**src/rtl/ps2_frame_receiver.sv**
```systemverilog
//------------------------------------------------------------------------------
// ps2_frame_receiver: PS/2 frame deserialiser with byte FIFO and valid/ready out
// Revision: 1.0
//------------------------------------------------------------------------------
`default_nettype none

module ps2_frame_receiver #(
    parameter int FIFO_DEPTH  = 8,
    parameter int TIMEOUT_CYC = 50000,
    parameter int TO_W        = 16
) (
    input  logic                          clk,
    input  logic                          rst,
    input  logic                          ps2_clk,
    input  logic                          ps2_data,
    input  logic                          ready,
    output logic                          valid,
    output logic [7:0]                    data_out,
    output logic [$clog2(FIFO_DEPTH):0]   fifo_count,
    output logic                          overflow,
    output logic                          parity_err,
    output logic                          frame_err
);

    localparam int PTR_W = $clog2(FIFO_DEPTH);
    localparam int CNT_W = PTR_W + 1;

    localparam logic [1:0] S_IDLE   = 2'd0;
    localparam logic [1:0] S_DATA   = 2'd1;
    localparam logic [1:0] S_PARITY = 2'd2;
    localparam logic [1:0] S_STOP   = 2'd3;

    logic             clk_s1, clk_s2, clk_s3;
    logic             dat_s1, dat_s2;
    logic             fall;
    logic [1:0]       state, state_next;
    logic [2:0]       bit_cnt;
    logic [7:0]       shreg;
    logic             par_bit;
    logic [TO_W-1:0]  to_cnt;
    logic             timeout;
    logic             push, perr_set, ferr_set;
    logic             pop, do_push;
    logic [7:0]       mem [FIFO_DEPTH];
    logic [PTR_W-1:0] wr_ptr, rd_ptr;
    logic [CNT_W-1:0] count;

    // Synchronisers idle high so a reset never fabricates a falling edge.
    always_ff @(posedge clk or posedge rst) begin
        if (rst) begin
            clk_s1 <= 1'b1;
            clk_s2 <= 1'b1;
            clk_s3 <= 1'b1;
            dat_s1 <= 1'b1;
            dat_s2 <= 1'b1;
        end else begin
            clk_s1 <= ps2_clk;
            clk_s2 <= clk_s1;
            clk_s3 <= clk_s2;
            dat_s1 <= ps2_data;
            dat_s2 <= dat_s1;
        end
    end

    assign fall    = clk_s3 & ~clk_s2;
    assign timeout = (state != S_IDLE) && !fall && (to_cnt == TO_W'(TIMEOUT_CYC - 1));

    always_ff @(posedge clk or posedge rst) begin
        if (rst) state <= S_IDLE;
        else     state <= state_next;
    end

    always_comb begin
        state_next = state;
        if (timeout) begin
            state_next = S_IDLE;
        end else if (fall) begin
            case (state)
                S_IDLE:   if (!dat_s2) state_next = S_DATA;
                S_DATA:   if (bit_cnt == 3'd7) state_next = S_PARITY;
                S_PARITY: state_next = S_STOP;
                default:  state_next = S_IDLE;
            endcase
        end
    end

    // Stop bit low outranks a parity fault.
    always_comb begin
        push     = 1'b0;
        perr_set = 1'b0;
        ferr_set = timeout;
        if (state == S_STOP && fall) begin
            if (!dat_s2)                 ferr_set = 1'b1;
            else if (^{shreg, par_bit})  push     = 1'b1;
            else                         perr_set = 1'b1;
        end
    end

    always_ff @(posedge clk or posedge rst) begin
        if (rst) begin
            bit_cnt    <= '0;
            shreg      <= '0;
            par_bit    <= 1'b0;
            to_cnt     <= '0;
            parity_err <= 1'b0;
            frame_err  <= 1'b0;
        end else begin
            parity_err <= perr_set;
            frame_err  <= ferr_set;
            if (state == S_IDLE || fall) to_cnt <= '0;
            else                         to_cnt <= to_cnt + 1'b1;
            if (fall) begin
                case (state)
                    S_IDLE:   bit_cnt <= '0;
                    S_DATA: begin
                        shreg   <= {dat_s2, shreg[7:1]};
                        bit_cnt <= bit_cnt + 3'd1;
                    end
                    S_PARITY: par_bit <= dat_s2;
                    default:  ;
                endcase
            end
        end
    end

    assign pop     = valid & ready;
    assign do_push = push & ((count != CNT_W'(FIFO_DEPTH)) | pop);

    always_ff @(posedge clk or posedge rst) begin
        if (rst) begin
            for (int i = 0; i < FIFO_DEPTH; i++) mem[i] <= '0;
            wr_ptr   <= '0;
            rd_ptr   <= '0;
            count    <= '0;
            overflow <= 1'b0;
        end else begin
            if (do_push) begin
                mem[wr_ptr] <= shreg;
                wr_ptr      <= wr_ptr + 1'b1;
            end
            if (pop)              rd_ptr   <= rd_ptr + 1'b1;
            if (push && !do_push) overflow <= 1'b1;
            case ({do_push, pop})
                2'b10:   count <= count + 1'b1;
                2'b01:   count <= count - 1'b1;
                default: ;
            endcase
        end
    end

    assign valid      = (count != '0);
    assign data_out   = mem[rd_ptr];
    assign fifo_count = count;

endmodule

`default_nettype wire

```
**config.mk**
```make
export PLATFORM = sky130hd
export DESIGN_NAME = ps2_frame_receiver
export DESIGN_NICKNAME = d
export VERILOG_FILES = /design/src/rtl/ps2_frame_receiver.sv
export SDC_FILE = /design/constraint.sdc
export NUM_CORES = 1
export LEC_CHECK = 0
export CAP_MARGIN = 10
export CELL_PAD_IN_SITES_DETAIL_PLACEMENT = 0
export CELL_PAD_IN_SITES_GLOBAL_PLACEMENT = 2
export CORE_AREA = 4 4 117 119
export DETAILED_ROUTE_END_ITERATION = 7
export DIE_AREA = 0 0 121 123
export MAX_ROUTING_LAYER = met4
export PLACE_DENSITY = 0.83
export SYNTH_ARGS = -nofsm -noshare
export SYNTH_HDL_FRONTEND = slang
export SYNTH_SLANG_ARGS = --single-unit
```
**constraint.sdc**
```tcl
create_clock -name clk -period 4.4 [get_ports clk]
set_input_delay 1.1 -clock clk [delete_from_list [all_inputs] [get_ports clk]]
set_output_delay 1.1 -clock clk [all_outputs]
set_load 0.1 [all_outputs]
```
# Word level (Yosys, flattened, before mapping)
# Index checks and enable logic that the tools add are counted.
# totals
register_bits	112
input_bits	5
# op_classes
add_sub_neg	6
order_cmp	3
n_eq_ne	10
n_mux	22
bitwise_logic	7
n_reduce_logical	19
# op_table
operator	count
bitwise mux 64 bit	1
binary-select mux 8 bit (select 3 bit)	1
demux 8 bit (select 3 bit)	1
2-to-1 mux 8 bit	3
adder 16 x 1 -> 16 bit, second input constant	1
equality test 16 bit, second input constant	1
2-to-1 mux 16 bit	1
adder 3 x 1 -> 3 bit, second input constant	3
XOR reduction 9 bit	1
>= comparator 4 bit, second input constant	2
2-to-1 mux 1 bit	8
2-to-1 mux 2 bit	4
inverter 3 -> 4 bit	2
case mux 4 bit (2 select lines)	1
nonzero test 2 bit	4
equality test 2 bit, second input constant	3
inequality test 3 bit, second input constant	2
case mux 2 bit (3 select lines)	1
case mux 3 bit (2 select lines)	1
AND reduction 2 bit	3
logical AND 1 bit	5
adder 4 x 1 -> 4 bit, second input constant	1
equality test 2 x 1 -> 1 bit, second input constant	2
less-than comparator 4 x 1 -> 1 bit, second input constant	1
11 further kinds	14

# Logic depth before layout (Yosys ltp)
# Gate-level depths: netlist (run 1).
# depth
word_depth	7
ltp_mapped	13

# Worst setup path before layout (run 1)
# OpenSTA, ideal clock, no wires.
# synth_timing
path_type	register to register
from	register count[0], in the netlist fifo_count[0]
to	register count[3], in the netlist fifo_count[3]
setup_time_ns	0.163
t_arrival_ns	3.416
required_time_ns	4.237
setup_slack_ns	0.821
path_stages_with_launch	12
cell_sequence	dfrtp_1 > nor3_1 > nand2b_1 > and2_1 > clkbuf_1 > ha_1 > ha_1 > a21o_1 > a21oi_1 > xnor2_1 > nor2_1 > xor2_1
# synth_between
elab_chain_cells	6
# synth_rtl
element	line	source
start, declared	46	logic [CNT_W-1:0] count;
start signal, assigned	144	2'b10: count <= count + 1'b1;
start signal, assigned	145	2'b01: count <= count - 1'b1;
nonzero test 4 bit (*)	151	assign valid = (count != '0);
named net valid	17	output logic valid,
AND 1 bit (*)	126	assign pop = valid & ready;
named net pop	43	logic pop, do_push;
bitwise OR 1 bit	127	assign do_push = push & ((count != CNT_W'(FIFO_DEPTH)) | pop);
AND 1 bit	127	
equality test 2 x 1 -> 1 bit or equality test 2 bit (tied branches)	143	case ({do_push, pop})
case mux 4 bit (2 select lines) or nonzero test 2 bit (tied branches)	-	
# The timed path passes the listed nets; every way through them passes the cells marked *.
# A chain may end at the register's enable or synchronous reset.

# Final worst setup path (run 1)
# layout_timing
from	register rd_ptr[0]
to	output data_out[3]
# layout_between
elab_chain_cells	4
# layout_rtl
element	line	source
start, declared	45	logic [PTR_W-1:0] wr_ptr, rd_ptr;
start signal, assigned	141	if (pop) rd_ptr <= rd_ptr + 1'b1;
inverter 3 -> 4 bit (implied by the code)	152	assign data_out = mem[rd_ptr];
binary-select mux 8 bit (select 3 bit)	152	
2-to-1 mux 8 bit (implied by the code) (2 in a row)	152	
end, declared	18	output logic [7:0] data_out,
# No other way between the ends. The select of a mux whose other input is x is not followed.

==> results.json, run 1 <==
{
  "outcome": "complete, no violations",
  "max-cap-violations": 0,
  "synth_commonest_cells": "107 x dfrtp_1, 83 x mux2_2, 22 x nor2_1",
  "die_w_microns": 121,
  "cp_cell_sequence": "buf_12, mux4_2, mux2_2, buf_4",
  "synth.most_common_cell": "dfrtp_1",
  "syn2layout_area_growth_pct": 8.18,
  "drtAntennaViolNets": 0,
  "report.final.setup_viol": 0,
  "p_per_area_nw_per_um2": 522,
  "rows": 41,
  "core-area_sq_um": 12600,
  "io_pins": 21,
  "slowest_stage": "dfrtp_1",
  "synth_warnings": 0,
  "cts-hold-fix-buffers": 0,
  "fin_ws_ps": 969,
  "synth_cell_types": 54,
  "syn_nets": 394,
  "grt_pass1_wl_microns": 15700,
  "async_flop_share_pct": 100,
  "critPathBufInv": 2,
  "finalNonFillerCells": 566,
  "timing.final.hold_violations": 0,
  "crit_type": "flip-flop to output port",
  "ys_seq_area_share_pct": 51.3,
  "clk_latency_ps": 340,
  "first_iter_violations": 102,
  "synth_top_area_cell": "dfrtp_1",
  "htree_levels": 3,
  "max_slew_margin_pct": 34.4,
  "vias": 2862,
  "ir_drop_mv": 0.311,
  "grt_usage_pct": 14.1,
  "tns_ps": 0,
  "yosysTopAreaCellShare_pct": 48.9,
  "post-cts-setup-buffer-count": 0,
  "clkTransAtPathRegs_ps": 80,
  "grt_antenna_before_repair": 0,
  "avgSynthCellArea_sq_um": 14.6,
  "grt_pass1_vias": 2971,
  "worstPathRequired_ps": 3300,
  "initial_utilization_pct": 43.6,
  "diodes": 0,
  "grt_overflow_total": 0,
  "place.port_buffers": 20,
  "dieHeight_microns": 123,
  "dpl_cell_area_sq_um": 5650,
  "cp-start-kind": "flip-flop",
  "synth_area_leaders": "dfrtp_1 49%, mux2_2 17%, mux4_2 6.6%, ha_1 2.7%, dfstp_2 2.4%",
  "fmax_ghz": 0.291,
  "worst_slew_pin_slew_ps": 981,
  "die_area_sq_um": 14900,
  "leakage_uw": 0.00287,
  "via_per_inst": 5.06,
  "hold_class": "flip-flop to flip-flop",
  "cts_buffer_depth": 2,
  "netlist_instances": 376,
  "ys.flop_type": "dfrtp_1",
  "final_nets": 407,
  "place_ws_ps": 918,
  "syn-cell-area_sq_um": 5470,
  "rsz0062_at_grt": "false",
  "cts-root-buf": "clkbuf_16",
  "fin_crit_sh_pct": 78.0,
  "dp_hpwl_microns": 6090,
  "cts_made_buffers": 9,
  "tritoncts": "yes",
  "gp_congestion": 0.759,
  "path_max_fanout": 10,
  "drt_pre_antenna_iters": 4,
  "wl_microns": 9300,
  "skew_ps": 11.4,
  "wl_per_cell_microns": 16.4,
  "layout_min_cycle_time_ps": 3430,
  "synth_edf_count": 0,
  "slew_violations": 0,
  "worst_setup_path_end_kind": "output port",
  "grt_max_degree": 72,
  "drc": 0,
  "cp.arrival_ps": 2330,
  "cts.sinks": 112,
  "ys_ff_latch": 112,
  "drive_gt1_share_pct": 37.1,
  "placed_cells": 550,
  "post_cts_resized": 0,
  "max_stage_delay_ps": 720,
  "final_cell_area_sq_um": 5920,
  "path_delay_family": "multiplexers"
}
==> worst paths after layout <==
path | start | to | slack [ps] | cells past startpoint
hold reg to reg | clk_s1 | clk_s2 | 360 | 0
max in group asynchronous | rst | mem[30] | 2250 | 3
setup / recovery | rd_ptr[0] | data_out[3] | 970 | 4
hold / removal | clk_s1 | clk_s2 | 360 | 0
min in group asynchronous | rst | state[1] | 1290 | 2
setup reg to reg | shreg[0] | fifo_count[3] | 1550 | 11
==> logic make-up after synthesis <==
kind of cell	count (synthesis)	synth area share, %
flops	112	51.3
mux	102	24.4
simple gates	77	9.10
buf+inv	31	5.46
xor+xnor	27	4.85
compound gates	14	1.74
fa+ha+maj	13	3.11
==> stage by stage <==
step	hold WS (ps)	power, uW	utilization (%)
2_1_floorplan	345	2270	-
3_3_place_gp	346	2360	44.9
3_5_place_dp	348	2380	44.9
4_1_cts	358	3150	47.1
5_1_grt	358	3290	47.1
6_report	356	3090	47.1
==> layout make-up <==
| type | instances | area [sq um] |
|---|---|---|
| clock buffer | 11 | 233 |
| timing repair buffer | 24 | 223 |
| clock inverter | 5 | 40.0 |
| inverter | 9 | 36.3 |
| sequential | 112 | 2810 |
| tap | 172 | 215 |
| multi-input combinational | 233 | 2370 |
| fill | 1111 | 6650 |
==> sequential cells by signal, indices dropped and copies added (netlist names), 2 cells and up <==
signal / count
wr_ptr: 3
fifo_count: 4
mem: 64
state: 2
to_cnt: 16
rd_ptr: 3
bit_cnt: 3
shreg: 8
==> worst reg2reg max path: stages, from the launching register on <==
cell     delay, ps
dfrtp_1        520
xnor3_1        520
a311o_1        330
mux2i_4        160
inv_1           60
ha_1           210
ha_1           270
a21o_1         170
a21oi_1        170
xnor2_1        130
nor2_1          60
xor2_1         140
==> routing by layer <==
metal  GRT usage (%)  vias to the layer above  share of wire, %
met3            3.02                        7               2.4
li1                -                     1367                 -
met5               -                        -                 0
met4            4.04                        0               1.1
met1            18.0                     1462                47
met2            22.9                       26                49
==> cell usage in the layout, fill, tap and decap left out, drive strengths merged, types with 4 or more instances in the layout <==
cell type / netlist / layout
ha: 12 / 12
mux2: 83 / 83
buf: 6 / 12
nor2: 22 / 22
dfstp: 5 / 5
inv: 9 / 11
dfrtp: 107 / 107
xnor2: 10 / 10
mux4: 16 / 16
xor2: 15 / 15
clkbuf: 9 / 11
nor3: 4 / 4
clkdlybuf4s50: 0 / 12
nand4: 4 / 4
o21ai: 4 / 4
nand3: 11 / 11
nand2: 12 / 12
==> power by group <==
group | switching [uW] | leakage, uW | total (uW) | internal, uW
logic | 514 | 0.00122 | 937 | 423
registers | 250 | 0.00152 | 1400 | 1150
clock network | 366 | 0.000134 | 756 | 390
total | 1130 | 0.00287 | 3090 | 1960
No activity file was read; power rests on OpenSTA's default activity.
==> run 2, diff against run 1 <==
--- a/config.mk
+++ b/config.mk
@@ -8,11 +8,11 @@
 export CAP_MARGIN = 10
 export CELL_PAD_IN_SITES_DETAIL_PLACEMENT = 0
 export CELL_PAD_IN_SITES_GLOBAL_PLACEMENT = 2
-export CORE_AREA = 4 4 117 119
+export CORE_AREA = 4 4 122 124
 export DETAILED_ROUTE_END_ITERATION = 7
-export DIE_AREA = 0 0 121 123
+export DIE_AREA = 0 0 126 128
 export MAX_ROUTING_LAYER = met4
-export PLACE_DENSITY = 0.83
+export PLACE_DENSITY = 0.81
 export SYNTH_ARGS = -nofsm -noshare
 export SYNTH_HDL_FRONTEND = slang
 export SYNTH_SLANG_ARGS = --single-unit
==> constraint.sdc (replaced) <==
create_clock -name clk -period 2.9 [get_ports clk]
set_input_delay 0.725 -clock clk [delete_from_list [all_inputs] [get_ports clk]]
set_output_delay 0.725 -clock clk [all_outputs]
set_load 0.1 [all_outputs]
==> run 2 against run 1 <==
  * Sequential share of layout area decreased by 2.2 points
  * Die area increased by 8.4%
  * Sequential power increased by 44%
==> results.json, run 2 (synthesis results as in run 1) <==
{
  "clk_latency_ps": 350,
  "fmax_ghz": 0.372,
  "p_per_area_nw_per_um2": 816,
  "grt_pass1_vias": 3100,
  "worstPathRequired_ps": 2170,
  "cts_buffer_depth": 2,
  "cp.arrival_ps": 1960,
  "layout_min_cycle_time_ps": 2690,
  "hold_end": "clk_s2",
  "leakage_uw": 0.00301,
  "cts-hold-fix-buffers": 0,
  "wl_per_cell_microns": 16.6,
  "hold_path_depth": 0,
  "slew_violations": 0,
  "largestRegisters": "mem x64, to_cnt x16, shreg x8",
  "drive_gt1_share_pct": 43.3,
  "crit_type": "flip-flop to output port",
  "drt_pre_antenna_iters": 4,
  "cts-root-buf": "clkbuf_16",
  "path_max_fanout": 18,
  "cts.sinks": 112,
  "grt_overflow_total": 0,
  "hold_class": "flip-flop to flip-flop",
  "place.port_buffers": 20,
  "via_per_inst": 5.09,
  "cp-start-kind": "flip-flop",
  "grt_pass1_wl_microns": 16700,
  "first_iter_violations": 131,
  "clkTransAtPathRegs_ps": 70,
  "timing.final.hold_violations": 0,
  "drtAntennaViolNets": 0,
  "die_area_sq_um": 16100,
  "placed_cells": 570,
  "io_pins": 21,
  "worst_setup_path_end_kind": "output port",
  "ir_drop_mv": 0.525,
  "rsz0062_at_grt": "false",
  "cts_made_buffers": 9,
  "final_cell_mix": "103 x dfrtp_1, 83 x mux2_2, 22 x nor2_1",
  "grt_antenna_before_repair": 0,
  "final_nets": 419,
  "report.final.setup_viol": 0,
  "gp_congestion": 0.752,
  "finalNonFillerCells": 586,
  "hp-start": "clk_s1",
  "dieHeight_microns": 128,
  "largest_register": "mem",
  "r2r_end": "fifo_count[3]",
  "wl_microns": 9740,
  "htree_levels": 3,
  "outcome": "complete, no violations",
  "diodes": 0,
  "tritoncts": "yes",
  "max_slew_margin_pct": 56.8,
  "worst_slew_pin_slew_ps": 648,
  "reg2reg_slack_ps": 250,
  "r2r_cells": 12,
  "r2r-start": "state[0]",
  "skew_ps": 8.50,
  "core-area_sq_um": 13800,
  "grt_max_degree": 113,
  "grt_usage_pct": 13.6,
  "initial_utilization_pct": 39.7,
  "max-cap-violations": 0,
  "die_w_microns": 126,
  "dp_hpwl_microns": 6170,
  "finalPower_uw": 5080,
  "dpl_cell_area_sq_um": 5880,
  "largest_reg_flops": 64,
  "drc": 0,
  "vias": 2982,
  "rows": 43,
  "syn2layout_area_growth_pct": 13.8,
  "final_cell_area_sq_um": 6230,
  "fin_crit_sh_pct": 92.7,
  "final_common_cell": "dfrtp_1"
}
## run 2: changes by cell type in the layout (fill, tap and decap cells not counted), moves of 2 or more
cell and delta:
buf_12 +10, buf_4 +10, bufinv_16 +3, clkbuf_1 -2, clkdlybuf4s50_1 -9, clkinv_2 +3, clkinv_4 -2, dfrtp_1 -4
dfrtp_2 +4, inv_6 -2
## run 2: where the power goes
| group | switching (uW) | internal, uW |
|---|---|---|
| Clock | 551 | 838 |
| Sequential | 250 | 1750 |
| Combinational | 964 | 724 |
## run 2: how the worst max path moves through the flow
stage	from	to	slack, ps	depth (start not counted)
after global placement	ready	fifo_count[3]	-210	12
after global routing	state[0]	fifo_count[3]	8	12
after CTS	ready	fifo_count[3]	120	12
final	rd_ptr[0]	data_out[6]	210	4
after detailed placement	ready	fifo_count[3]	-260	12
after floorplan	fifo_count[0]	fifo_count[3]	40	12
## run 2: per-stage QoR
stage | util [%] | hold slack (ps) | setup WS [ps] | setup TNS (ps)
final | 45.2 | 356 | 212 | 0
after global routing | 45.2 | 364 | 8.29 | 0
after CTS | 45.1 | 358 | 118 | 0
after detailed placement | 42.7 | 347 | -255 | -1860
after global placement | 42.7 | 346 | -209 | -867
after floorplan | - | 345 | 37.6 | 0
## run 2: metal layers
| metal | part of all wire, % | vias up | GRT usage, % |
|---|---|---|---|
| li1 | - | 1392 | - |
| met1 | 48 | 1548 | 17.8 |
| met2 | 48 | 31 | 20.9 |
| met3 | 2.8 | 11 | 3.21 |
| met4 | 1.6 | 0 | 4.54 |
| met5 | 0 | - | - |
## run 2: area by class of cell
type	instances	area, sq um
timing repair buffer	36	420
clock inverter	7	110
inverter	9	37.5
clock buffer	9	225
fill	1305	7550
sequential	112	2810
multi-input combinational	233	2390
tap	180	225
## run 2: critical path, stage by stage (launching register included)
cell and delay [ps]:
dfrtp_1 370, buf_12 200, mux4_2 530, mux2_2 320, buf_12 180
## run 2: repair_timing
action	CTS	global route
hold endpoints to repair	0	0
gates resized for setup	0	3
buffers inserted	0	0
setup endpoints to repair	0	1
==> run 3, diff against run 2 <==
--- a/config.mk
+++ b/config.mk
@@ -8,11 +8,11 @@
 export CAP_MARGIN = 10
 export CELL_PAD_IN_SITES_DETAIL_PLACEMENT = 0
 export CELL_PAD_IN_SITES_GLOBAL_PLACEMENT = 2
-export CORE_AREA = 4 4 122 124
+export CORE_AREA = 4 4 117 130
 export DETAILED_ROUTE_END_ITERATION = 7
-export DIE_AREA = 0 0 126 128
+export DIE_AREA = 0 0 121 134
 export MAX_ROUTING_LAYER = met4
-export PLACE_DENSITY = 0.81
+export PLACE_DENSITY = 0.8
 export SYNTH_ARGS = -nofsm -noshare
 export SYNTH_HDL_FRONTEND = slang
 export SYNTH_SLANG_ARGS = --single-unit
==> run 3 against run 2 <==
  * Worst setup slack lost 44 ps
  * Clock skew is 1.4 ps lower
  * Via count shrank 1.1%
  * Worst hold slack better by 1.5 ps
  * Combinational power barely moved
  * Count of clock-buffer cells in the layout increased by 3
  * Die area rose by 0.53%
  * Power fell by 3.3%
  * Clock power down 12%
  * Global-route usage about the same
  * Sequential power about the same
  * Critical path type is now input pin to flip-flop
  * Critical endpoint is now fifo_count[3]
  * Largest cell class unchanged
  * Highest routed layer unchanged
==> results.json, run 3 (synthesis results as in run 1) <==
{
  "cp-start-kind": "input pin",
  "dieHeight_microns": 134,
  "largestRegisters": "mem x64, to_cnt x16, shreg x8",
  "slew_violations": 0,
  "grt_usage_pct": 13.6,
  "ir_drop_mv": 0.442,
  "final_common_cell": "dfrtp_1",
  "diodes": 0,
  "finalNonFillerCells": 597,
  "htree_levels": 3,
  "largest_register": "mem",
  "core-area_sq_um": 13800,
  "drt_pre_antenna_iters": 4,
  "hold_path_depth": 0,
  "syn2layout_area_growth_pct": 13.7,
  "placed_cells": 581,
  "reg2reg_slack_ps": 240,
  "cts_made_buffers": 9,
  "cts-hold-fix-buffers": 0,
  "die_area_sq_um": 16200,
  "grt_pass1_vias": 3182,
  "worstPathRequired_ps": 3130,
  "place_ws_ps": -246,
  "initial_utilization_pct": 39.7,
  "timing.final.hold_violations": 0,
  "die_w_microns": 121,
  "grt_overflow_total": 0,
  "final_nets": 422,
  "slowest_stage": "clkdlybuf4s50_1",
  "n_fill_cell": 1229,
  "report.final.setup_viol": 0,
  "final_cell_mix": "103 x dfrtp_1, 83 x mux2_2, 23 x buf_4",
  "wl_per_cell_microns": 16.1,
  "io_pins": 21,
  "tns_ps": 0,
  "r2r-start": "state[0]",
  "grt_max_degree": 45,
  "place.port_buffers": 20,
  "p_per_area_nw_per_um2": 790,
  "grt_pass1_wl_microns": 16700,
  "max_stage_delay_ps": 490,
  "cts_buffer_depth": 2,
  "via_per_inst": 4.94,
  "leakage_uw": 0.00299,
  "cp_cell_sequence": "clkdlybuf4s50_1, inv_1, a311o_1, mux2i_4, inv_1, ha_1, ha_1, a21o_1, a21oi_2, xnor2_1, nor2_1, xor2_1",
  "r2r_cells": 12,
  "outcome": "complete, no violations",
  "layout_min_cycle_time_ps": 2730,
  "cts-root-buf": "clkbuf_16",
  "fin_ws_ps": 168,
  "hold_class": "flip-flop to flip-flop",
  "fin_crit_sh_pct": 94.2,
  "wl_microns": 9600,
  "hp-start": "dat_s1",
  "rows": 45,
  "rsz0062_at_grt": "false",
  "vias": 2948,
  "drc": 0,
  "path_max_fanout": 3,
  "crit_type": "input pin to flip-flop",
  "worst_slew_pin_slew_ps": 714,
  "drtAntennaViolNets": 0,
  "seq_area_sq_um": 2810,
  "largest_reg_flops": 64,
  "finalPower_uw": 4910,
  "max-cap-violations": 0,
  "r2r_end": "fifo_count[3]",
  "gp_congestion": 0.775,
  "dp_hpwl_microns": 6460,
  "grt_antenna_before_repair": 0,
  "drive_gt1_share_pct": 42.8,
  "tritoncts": "yes",
  "cp.arrival_ps": 2960,
  "fmax_ghz": 0.366,
  "clkTransAtPathRegs_ps": 70,
  "clk_latency_ps": 350,
  "skew_ps": 7.07,
  "max_slew_margin_pct": 52.3,
  "first_iter_violations": 150,
  "worst_setup_path_end_kind": "flip-flop",
  "cts.sinks": 112,
  "multiInputGateArea_sq_um": 2390,
  "hold_end": "dat_s2"
}
run 3: cell types whose count changed in the layout (fill, tap and decap cells not counted):
cell             before  now
bufinv_16             3    1
clkdlybuf4s50_1       3    4
dlymetal6s2s_1        1    0
clkinvlp_4            1    3
ha_2                  1    0
buf_12               11   12
clkinv_2              4    0
buf_4                21   23
clkbuf_1              0    3
inv_6                 0    1
ha_1                 11   12
run 3: through the flow:
step / hold WS (ps) / utilization [%] / instance area [sq um]
final: 357 / 45.1 / 6220
after global routing: 362 / 45.1 / 6220
after CTS: 359 / 45.1 / 6220
after detailed placement: 349 / 43.0 / 5930
after global placement: 346 / 43.0 / 5930
after floorplan: 345 / - / 5510
run 3: final cells by class:
class,instances,share of cell area (%)
Sequential cell,112,45.2
Multi-Input combinational cell,233,38.4
Timing Repair Buffer,39,7.28
Clock buffer,12,3.80
Tap cell,188,3.78
Clock inverter,4,0.865
Inverter,9,0.603
run 3: critical path, delay by kind of cell:
kind	cells	cell delay, ps
xor+xnor	2	260
fa+ha+maj	2	460
buf+inv	3	600
mux	1	150
compound gates	3	710
simple gates	1	60
run 3: metal layers:
| metal | GRT usage [%] | up-vias | part of all wire, % |
|---|---|---|---|
| met5 | - | - | 0 |
| met4 | 2.83 | 0 | 0.59 |
| met3 | 4.05 | 4 | 2.7 |
| met2 | 23.0 | 24 | 53 |
| met1 | 16.1 | 1521 | 44 |
| li1 | - | 1399 | - |
run 3: report_power, final:
part	internal [uW]	total (uW)	switching (uW)
registers	1760	1990	239
clock network	674	1220	542
logic	738	1700	964
total	3170	4910	1750
run 3: how the worst max path moves through the flow:
| stage | from | end | depth (start not counted) |
|---|---|---|---|
| floorplan | fifo_count[0] | fifo_count[3] | 12 |
| global placement | ready | fifo_count[3] | 12 |
| detailed placement | ready | fifo_count[3] | 12 |
| CTS | ready | fifo_count[3] | 12 |
| global route | ready | fifo_count[3] | 12 |
| finish | ready | fifo_count[3] | 12 |
run 3: timing repair:
item                                    4_1_cts  5_1_grt
hold endpoints to repair                      0        0
buffers inserted                              0        0
endpoints found under the setup margin        0        1
gates resized for setup                       0        1
